`src/rtl/fp_normalizer_pkg.sv`:
```
// Shared FPU constants and the beat record carried between the normaliser pipeline stages.
package fpu_pkg;

   localparam int unsigned MANT_W = 32;
   localparam int unsigned IDX_W  = $clog2(MANT_W);
   localparam int unsigned EXP_W  = 8;

   typedef struct packed {
      logic [MANT_W-1:0] mant;
      logic [EXP_W-1:0]  exp;
      logic [IDX_W-1:0]  sh;
      logic              zero;
      logic              err;
   } norm_beat_t;

   typedef struct packed {
      logic [MANT_W-1:0] mant;
      logic [EXP_W-1:0]  exp;
      logic              zero;
      logic              uf;
      logic              err;
   } norm_out_t;

endpackage

```
`src/rtl/fp_normalizer_if.sv`:
```
// Valid/ready bundle for the normaliser: upstream beat in, normalised beat out.
interface fp_normalizer_if;
   import fpu_pkg::*;

   logic              in_valid;
   logic              in_ready;
   logic [MANT_W-1:0] in_mant;
   logic [IDX_W-1:0]  in_index;
   logic [EXP_W-1:0]  in_exp;
   logic              out_valid;
   logic              out_ready;
   logic [MANT_W-1:0] out_mant;
   logic [EXP_W-1:0]  out_exp;
   logic              out_zero;
   logic              out_uf;
   logic              out_err;

   modport master (
      output in_valid, in_mant, in_index, in_exp, out_ready,
      input  in_ready, out_valid, out_mant, out_exp, out_zero, out_uf, out_err
   );

   modport slave (
      input  in_valid, in_mant, in_index, in_exp, out_ready,
      output in_ready, out_valid, out_mant, out_exp, out_zero, out_uf, out_err
   );

endinterface

```
`src/rtl/fp_normalizer_decoder.sv`:
```
// Turns the encoder's leading-one index into a shift amount and checks it against the mantissa.
module lzd_index_decoder
   import fpu_pkg::*;
(
   input  logic [MANT_W-1:0] mant,
   input  logic [IDX_W-1:0]  index,
   output logic [IDX_W-1:0]  sh,
   output logic              zero,
   output logic              err
);

   logic [MANT_W-1:0] onehot;
   logic [MANT_W-1:0] at_or_below;

   always_comb begin
      onehot      = MANT_W'(1) << index;
      // For the top index onehot<<1 wraps to 0, so the mask becomes all ones as intended.
      at_or_below = (onehot << 1) - MANT_W'(1);
      sh          = IDX_W'(MANT_W - 1) - index;
      zero        = (mant == '0);
      err         = !zero && (((mant & onehot) == '0) || ((mant & ~at_or_below) != '0));
   end

endmodule

```
`src/rtl/fp_normalizer.sv`:
```
// Two-stage valid/ready normaliser: decode/check the leading-one index, then shift and adjust exponent.
module fp_normalizer
   import fpu_pkg::*;
(
   input  logic            clock,
   input  logic            reset,
   fp_normalizer_if.slave  bus
);

   logic       adv1;
   logic       adv2;
   logic       s1_valid_d, s1_valid_q;
   logic       s2_valid_d, s2_valid_q;
   norm_beat_t s1_beat_d,  s1_beat_q;
   norm_out_t  s2_out_d,   s2_out_q;

   logic [IDX_W-1:0] dec_sh;
   logic             dec_zero;
   logic             dec_err;

   lzd_index_decoder u_decoder (
      .mant  (bus.in_mant),
      .index (bus.in_index),
      .sh    (dec_sh),
      .zero  (dec_zero),
      .err   (dec_err)
   );

   always_comb begin
      adv2 = !s2_valid_q || bus.out_ready;
      adv1 = !s1_valid_q || adv2;
   end

   always_comb begin
      s1_valid_d = s1_valid_q;
      s1_beat_d  = s1_beat_q;
      if (adv1) begin
         s1_valid_d     = bus.in_valid;
         s1_beat_d.mant = bus.in_mant;
         s1_beat_d.exp  = bus.in_exp;
         s1_beat_d.sh   = dec_sh;
         s1_beat_d.zero = dec_zero;
         s1_beat_d.err  = dec_err;
      end
   end

   always_comb begin
      s2_valid_d = s2_valid_q;
      s2_out_d   = s2_out_q;
      if (adv2) begin
         s2_valid_d   = s1_valid_q;
         s2_out_d.err = s1_beat_q.err;
         s2_out_d.zero = 1'b0;
         s2_out_d.uf   = 1'b0;
         if (s1_beat_q.zero) begin
            s2_out_d.mant = '0;
            s2_out_d.exp  = '0;
            s2_out_d.zero = 1'b1;
            s2_out_d.err  = 1'b0;
         end else if (s1_beat_q.exp < EXP_W'(s1_beat_q.sh)) begin
            s2_out_d.mant = '0;
            s2_out_d.exp  = '0;
            s2_out_d.uf   = 1'b1;
         end else begin
            s2_out_d.mant = s1_beat_q.mant << s1_beat_q.sh;
            s2_out_d.exp  = s1_beat_q.exp - EXP_W'(s1_beat_q.sh);
         end
      end
   end

   always_ff @(posedge clock) begin
      if (reset) begin
         s1_valid_q <= 1'b0;
         s2_valid_q <= 1'b0;
         s1_beat_q  <= '0;
         s2_out_q   <= '0;
      end else begin
         s1_valid_q <= s1_valid_d;
         s2_valid_q <= s2_valid_d;
         s1_beat_q  <= s1_beat_d;
         s2_out_q   <= s2_out_d;
      end
   end

   assign bus.in_ready  = adv1;
   assign bus.out_valid = s2_valid_q;
   assign bus.out_mant  = s2_out_q.mant;
   assign bus.out_exp   = s2_out_q.exp;
   assign bus.out_zero  = s2_out_q.zero;
   assign bus.out_uf    = s2_out_q.uf;
   assign bus.out_err   = s2_out_q.err;

endmodule
```
`src/flat_wrapper.sv`:
```
// flat-port wrapper written by rule: the top's interface ports become plain ports
module fp_normalizer_flat import fpu_pkg::*;
  (clock, reset, bus_in_valid, bus_in_mant, bus_in_index, bus_in_exp, bus_out_ready, bus_in_ready, bus_out_valid, bus_out_mant, bus_out_exp, bus_out_zero, bus_out_uf, bus_out_err);
  fp_normalizer_if bus_i ();
  input  logic clock;
  input  logic reset;
  input wire logic [$bits(bus_i.in_valid)-1:0] bus_in_valid;
  input wire logic [$bits(bus_i.in_mant)-1:0] bus_in_mant;
  input wire logic [$bits(bus_i.in_index)-1:0] bus_in_index;
  input wire logic [$bits(bus_i.in_exp)-1:0] bus_in_exp;
  input wire logic [$bits(bus_i.out_ready)-1:0] bus_out_ready;
  output wire logic [$bits(bus_i.in_ready)-1:0] bus_in_ready;
  output wire logic [$bits(bus_i.out_valid)-1:0] bus_out_valid;
  output wire logic [$bits(bus_i.out_mant)-1:0] bus_out_mant;
  output wire logic [$bits(bus_i.out_exp)-1:0] bus_out_exp;
  output wire logic [$bits(bus_i.out_zero)-1:0] bus_out_zero;
  output wire logic [$bits(bus_i.out_uf)-1:0] bus_out_uf;
  output wire logic [$bits(bus_i.out_err)-1:0] bus_out_err;
  assign bus_i.in_valid = bus_in_valid;
  assign bus_i.in_mant = bus_in_mant;
  assign bus_i.in_index = bus_in_index;
  assign bus_i.in_exp = bus_in_exp;
  assign bus_i.out_ready = bus_out_ready;
  assign bus_in_ready = bus_i.in_ready;
  assign bus_out_valid = bus_i.out_valid;
  assign bus_out_mant = bus_i.out_mant;
  assign bus_out_exp = bus_i.out_exp;
  assign bus_out_zero = bus_i.out_zero;
  assign bus_out_uf = bus_i.out_uf;
  assign bus_out_err = bus_i.out_err;
  fp_normalizer u_core (.clock(clock), .reset(reset), .bus(bus_i));
endmodule
```
`config.mk`:
```
export PLATFORM = sky130hd
export DESIGN_NAME = fp_normalizer_flat
export DESIGN_NICKNAME = d
export VERILOG_FILES = /design/src/rtl/fp_normalizer_pkg.sv /design/src/rtl/fp_normalizer_if.sv /design/src/rtl/fp_normalizer_decoder.sv /design/src/rtl/fp_normalizer.sv /design/src/flat_wrapper.sv
export SDC_FILE = /design/constraint.sdc
export NUM_CORES = 1
export LEC_CHECK = 0
export ABC_AREA = 1
export BUFFER_PORTS_ARGS = -buffer_cell sky130_fd_sc_hd__buf_2
export CAP_MARGIN = 20
export CORE_UTILIZATION = 38
export DETAILED_ROUTE_END_ITERATION = 16
export MAX_ROUTING_LAYER = met4
export PLACE_DENSITY_LB_ADDON = 0.3
export RECOVER_POWER = 100
export SETUP_SLACK_MARGIN = 0.02
export SLEW_MARGIN = 25
export SYNTH_ARGS = -nofsm -noshare
export SYNTH_HDL_FRONTEND = slang
export SYNTH_SLANG_ARGS = --single-unit
```
`constraint.sdc`:
```
create_clock -name clock -period 5.17 [get_ports clock]
set_clock_uncertainty 0.1 [all_clocks]
set_input_delay 1.551 -clock clock [delete_from_list [all_inputs] [get_ports clock]]
set_output_delay 1.551 -clock clock [all_outputs]
set_load 0.05 [all_outputs]
```
[Word-level counts from Yosys, hierarchy flattened]
Index checks and enable logic that the tools add are counted.
Cells by class
  equal/unequal tests: 0
  add/subtract/negate cells: 3
  multipliers: 0
  magnitude comparators: 1
  shift operators: 2
  divide/modulo/power cells: 0
  reductions and logical operators: 10
  bitwise gates (word level): 3
  mux-type cells: 6
Operator list (number)
  $mux 40: 2
  $and 32x32->32: 2
  $logic_not 32->1: 2
  $not 32->32: 1
  $reduce_bool 32->1: 1
  $shl 1x5->32 const A: 1
  $shl 32x5->32: 1
  $sub 32x1->32 const B: 1
  $lt 8x5->1: 1
  $sub 8x5->8: 1
  $sub 5x5->5 const A: 1
  $mux 1: 4
  $logic_not 1->1: 3
  $logic_or 1x1->1: 3
  $logic_and 1x1->1: 1
Storage, ports and cells
  logic and storage cells: 37
  flip-flop bits (word level): 92
  bits in latches: 0
  input bits: 49
  memory bits (writable): 0
  memories kept: 0
  output and inout port bits: 45
  bits in read-only memories: 0

[Longest topological paths before layout]
  word-level depth: 7
  depth in mapped cells: 19
  gate-level depth less buffers: 18

[Cells and area by module]
From an unflattened synthesis, not the netlist that was laid out.
Unflattened totals
  cells, all modules: 1097
  area total of the unflattened synthesis: 6568.8 µm²
By module, submodules not included
  fp_normalizer: sequential area each 1841.8 µm², instances 1, area an instance 5033.6 µm², cells each 780
  lzd_index_decoder: sequential area each 0.0 µm², instances 1, area an instance 1535.2 µm², cells each 317

[Worst setup path before layout]
No wires, ideal clock.
  kind: in2out
  start: in bus_out_ready
  end: out bus_in_ready
  buffers on the path: 2
  data required time: 3.519 ns
  arrival: 2.786 ns
  stages on the path: 6
  path slack: 0.733 ns
  path through: nor2_1 > inv_1 > nor2_1 > clkbuf_1 > inv_1 > clkbuf_1
Between the ends
  longest elaborated chain between the ends: 2
RTL lines
  start: declaration: line flat_wrapper.sv:11  | input wire logic [$bits(bus_i.out_ready)-1:0] bus_out_ready;
  $logic_or 1x1->1: line fp_normalizer.sv:30  | adv2 = !s2_valid_q || bus.out_ready;
  $logic_or 1x1->1: line fp_normalizer.sv:31  | adv1 = !s1_valid_q || adv2;
  end: declaration: line flat_wrapper.sv:12  | output wire logic [$bits(bus_i.in_ready)-1:0] bus_in_ready;
No other way between the ends.

[Worst setup path in the final report]
  start: in bus_out_ready
  end: reg u_core.s2_out_q, in the netlist u_core.bus.out_mant[9]
Between the ends
  longest elaborated chain between the ends: 1
RTL lines
  $logic_or 1x1->1: line fp_normalizer.sv:30
  end signal: assignment: line fp_normalizer.sv:81  | s2_out_q <= s2_out_d;
  end: declaration: line fp_normalizer.sv:15  | norm_out_t s2_out_d, s2_out_q;
No other way between the ends.
A chain may end at the register's enable or synchronous reset.

==> flow_results.xml <==
<?xml version="1.0" encoding="UTF-8"?>
<metrics>
  <group name="outcome">
    <metric name="outcome" unit="">finished, violations left</metric>
    <metric name="violated_checks" unit="">capacitance limit, slew limit</metric>
  </group>
  <group name="setup_path">
    <metric name="worst-endpoint-required" unit="ns">5.23</metric>
    <metric name="r2r_setup_slack" unit="ns">1.61</metric>
    <metric name="critical_path.slowest_cell" unit="">clkbuf_1</metric>
    <metric name="timing.critical_path.buf_inv" unit="">6</metric>
    <metric name="regToRegEndpoint" unit="">u_core.bus.out_mant[9]</metric>
    <metric name="worst_setup_path_start_kind" unit="">input pin</metric>
    <metric name="slowest_delay" unit="ns">1.33</metric>
    <metric name="crit-reg2reg-launch" unit="">u_core.s1_beat_q[2]</metric>
    <metric name="cp.arrival" unit="ns">4.55</metric>
    <metric name="crit_path_cell_trace" unit="">buf_2 &gt; nor2_2 &gt; clkbuf_1 &gt; nor2_1 &gt; inv_1 &gt; nor2_1 &gt; buf_4 &gt; inv_1 &gt; nor2_2 &gt; inv_1 &gt; a2bb2oi_1 &gt; nor2_1</metric>
    <metric name="cp_max_fo" unit="">43</metric>
    <metric name="timing.critical_path.max_delay_family" unit="">buffers and inverters</metric>
    <metric name="worst_setup_path_end_kind" unit="">flip-flop</metric>
    <metric name="r2r_cells" unit="">18</metric>
    <metric name="critPathKind" unit="">input pin to flip-flop</metric>
  </group>
  <group name="floorplan">
    <metric name="die_height" unit="um">128.9</metric>
    <metric name="core_region_area" unit="um2">15770</metric>
    <metric name="num_io_pins" unit="">94</metric>
    <metric name="rows" unit="">46</metric>
    <metric name="start_util" unit="">0.3877</metric>
    <metric name="die_area" unit="um2">16600</metric>
    <metric name="die_width" unit="um">128.9</metric>
  </group>
  <group name="place">
    <metric name="place.detailed.hpwl" unit="um">14420</metric>
    <metric name="place_ws" unit="ns">0.8353</metric>
    <metric name="gp_congestion" unit="">0.9332</metric>
    <metric name="numPortBuffers" unit="">93</metric>
  </group>
  <group name="clocking">
    <metric name="cts_setup_buffers" unit="">0</metric>
    <metric name="cts_max_path_buffers" unit="">2</metric>
    <metric name="clock_tree.htree_level_count" unit="">3</metric>
    <metric name="clock_sinks" unit="">92</metric>
    <metric name="ctsRootBufferMaster" unit="">clkbuf_16</metric>
    <metric name="ctsResizeCount" unit="">0</metric>
    <metric name="cts.clk_slew.worst_paths" unit="ns">0.07</metric>
    <metric name="clock_tree_from_tritoncts" unit="">yes</metric>
    <metric name="worst_skew_pair.late_latency" unit="ns">0.35</metric>
    <metric name="cts_buffers" unit="">9</metric>
    <metric name="cts_hold_repair.buffers" unit="">0</metric>
  </group>
  <group name="timing">
    <metric name="worst_pin_slew" unit="ns">2.633</metric>
    <metric name="max_freq" unit="MHz">223.0</metric>
    <metric name="setup_slack" unit="ns">0.6851</metric>
    <metric name="final.setup.tns" unit="ns">0</metric>
    <metric name="final_min_period_over_clock_period" unit="">0.8675</metric>
    <metric name="max-slew-margin-rel" unit="">-0.7550</metric>
    <metric name="slew_violations" unit="">163</metric>
    <metric name="final-setup-viol-count" unit="">0</metric>
    <metric name="final-hold-violation-count" unit="">0</metric>
    <metric name="min_period" unit="ns">4.485</metric>
    <metric name="grt_setup_unrepaired" unit="">false</metric>
  </group>
  <group name="yosys">
    <metric name="post_synth_instance_area" unit="um2">6115</metric>
    <metric name="synth.yosys.seq_area_share" unit="">0.3012</metric>
    <metric name="ys_types" unit="">40</metric>
    <metric name="post_synth_main_area_contributors" unit="">dfxtp_1 (30%), nand2_1 (16%), o21ai_0 (10%), a21oi_1 (7.4%), nor2_1 (6.9%)</metric>
    <metric name="post-synth-top-area-cell" unit="">dfxtp_1</metric>
    <metric name="yosys.area.top_type_share" unit="">0.3012</metric>
    <metric name="async_reset_ff_frac" unit="">0</metric>
    <metric name="synth-main-ff-cell" unit="">dfxtp_1</metric>
    <metric name="yosys.cell_count.top_type" unit="">nand2_1</metric>
    <metric name="synth_edf_count" unit="">0</metric>
    <metric name="syn_area_per_cell" unit="um2">6.096</metric>
    <metric name="yosys_register_bits" unit="">92</metric>
    <metric name="cells_after_synthesis" unit="">1003</metric>
    <metric name="synth.cells.most_frequent" unit="">nand2_1 (259), o21ai_0 (126), nor2_1 (113)</metric>
    <metric name="postSynthNetCount" unit="">1059</metric>
    <metric name="yosysWarnings" unit="">0</metric>
  </group>
  <group name="min_path">
    <metric name="hold_crit_path_type" unit="">flip-flop to flip-flop</metric>
    <metric name="hold_path_startpoint" unit="">u_core.bus.out_mant[22]</metric>
    <metric name="min_delay_path_depth" unit="">2</metric>
    <metric name="hold_path_end" unit="">u_core.bus.out_mant[22]</metric>
  </group>
  <group name="power_and_ir_drop">
    <metric name="power_density" unit="nW/um2">293.2</metric>
    <metric name="peakVddDrop" unit="mV">0.1731</metric>
    <metric name="leakagePower" unit="nW">3.112</metric>
  </group>
  <group name="drt">
    <metric name="length_of_the_first_detailed_routing_pass_in_iterations" unit="">5</metric>
    <metric name="routed-via-count" unit="">6703</metric>
    <metric name="antenna_violating_nets_post_route" unit="">0</metric>
    <metric name="detail_route.iter0.violations" unit="">601</metric>
    <metric name="drt_via_density" unit="">5.245</metric>
    <metric name="avgRoutedWirePerCell" unit="um">15.24</metric>
    <metric name="drt_drc_violations_left" unit="">0</metric>
    <metric name="wirelength" unit="um">19480</metric>
  </group>
  <group name="final_layout">
    <metric name="drive_above_1_share" unit="">0.09887</metric>
    <metric name="antenna_cells" unit="">0</metric>
    <metric name="number_of_filler_instances_in_the_final_layout" unit="">1785</metric>
    <metric name="utilization" unit="">0.4380</metric>
    <metric name="num-nets-final" unit="">1114</metric>
    <metric name="syn2layout_area_growth" unit="%">12.97</metric>
  </group>
  <group name="run">
    <metric name="max_cap_violations" unit="">3</metric>
  </group>
  <group name="global_routing">
    <metric name="grt_pass1_vias" unit="">6048</metric>
    <metric name="antenna_found_initial" unit="">0</metric>
    <metric name="grt_start_max_net_pins" unit="">74</metric>
    <metric name="grt_util_all_layers" unit="">0.2483</metric>
    <metric name="gr-total-overflow" unit="">0</metric>
    <metric name="grt_pass1_wl" unit="um">31100</metric>
  </group>
</metrics>
## flip-flops by register name (all words and copies together) (netlist names)
name and flops:
u_core.bus.out_valid 1, u_core.bus.out_mant 32, u_core.bus.out_uf 1, u_core.bus.out_err 1, u_core.bus.out_exp 8, u_core.bus.out_zero 1
u_core.s1_valid_q 1, u_core.s1_beat_q 47
## metrics by stage
step / cells / hold WS [ns] / instance area (um2) / total power, mW
floorplan: 1003 / 0.3331 / 6115 / 1.217
global placement: 1263 / 0.3471 / 6690 / 1.369
detailed placement: 1263 / 0.3522 / 6690 / 1.372
CTS: 1278 / 0.3625 / 6987 / 2.041
global route: 1278 / 0.3815 / 6908 / 2.139
finish: 1278 / 0.3633 / 6908 / 2.025
## worst min-delay path, stage by stage, from the launching register on
cell	delay, ns
dfxtp_1	0.31
nand2_1	0.06
a21oi_1	0.05
## placed cells by master (no fill, tap or decap), types with 2 or more instances in the layout
cell,instances
dfxtp_1,92
clkbuf_16,9
nor4_1,7
o21ai_1,2
xor2_1,2
inv_1,79
o21ai_0,126
inv_6,2
o221ai_1,4
ha_1,6
inv_2,9
nor3_1,9
a31oi_1,4
o21a_1,7
nor2_4,6
nand2_2,2
o211ai_1,15
nor2_1,112
nor2_2,9
a21oi_1,92
clkbuf_1,48
nand3_2,4
nand2_1,259
or2_2,2
a22oi_1,4
a21oi_2,2
buf_2,48
nand3_1,57
buf_4,8
nand4_1,11
mux2i_1,10
nand3b_1,2
a2bb2oi_1,2
## cells by family after synthesis
family | after synthesis | synth area share
buffers and inverters | 149 | 0.09597
adder cells (fa/ha/maj) | 7 | 0.01555
flip-flops | 92 | 0.3012
multiplexers | 10 | 0.01637
AND/OR/NAND/NOR | 480 | 0.3331
AO/OA/AOI/OAI | 263 | 0.2349
XOR/XNOR | 2 | 0.002865
## layout make-up
cell class,count,area [um2],area share
multi-input cells,762,3685,0.5334
flip-flops and latches,92,1842,0.2666
repair buffers,104,480.5,0.06955
inverters,89,334.1,0.04836
well taps,216,270.3,0.03912
clock buffers,9,225.2,0.03260
clock inverters,6,71.32,0.01032
## where the power goes
group	internal, mW	switching (mW)	total, mW
sequential	0.762	0.0296	0.791
clock	0.378	0.293	0.671
combinational	0.155	0.408	0.563
total	1.29	0.731	2.03
## worst max-delay path by stage
stage / start / endpoint / slack, ns / cells past startpoint
floorplan: bus_out_ready / bus_in_ready / 0.73 / 6
global placement: bus_out_ready / bus_in_ready / 0.86 / 6
detailed placement: bus_out_ready / bus_in_ready / 0.84 / 6
CTS: bus_out_ready / bus_in_ready / 0.84 / 6
global route: bus_out_ready / u_core.bus.out_mant[9] / 0.37 / 12
finish: bus_out_ready / u_core.bus.out_mant[9] / 0.69 / 12
## per-layer routing
metal  share of wire  global-route usage
met5               0                   -
met4           0.026             0.09827
met2            0.44              0.3828
met1            0.48              0.3290
met3           0.046             0.03035
Power figures use the tool's default switching activity.
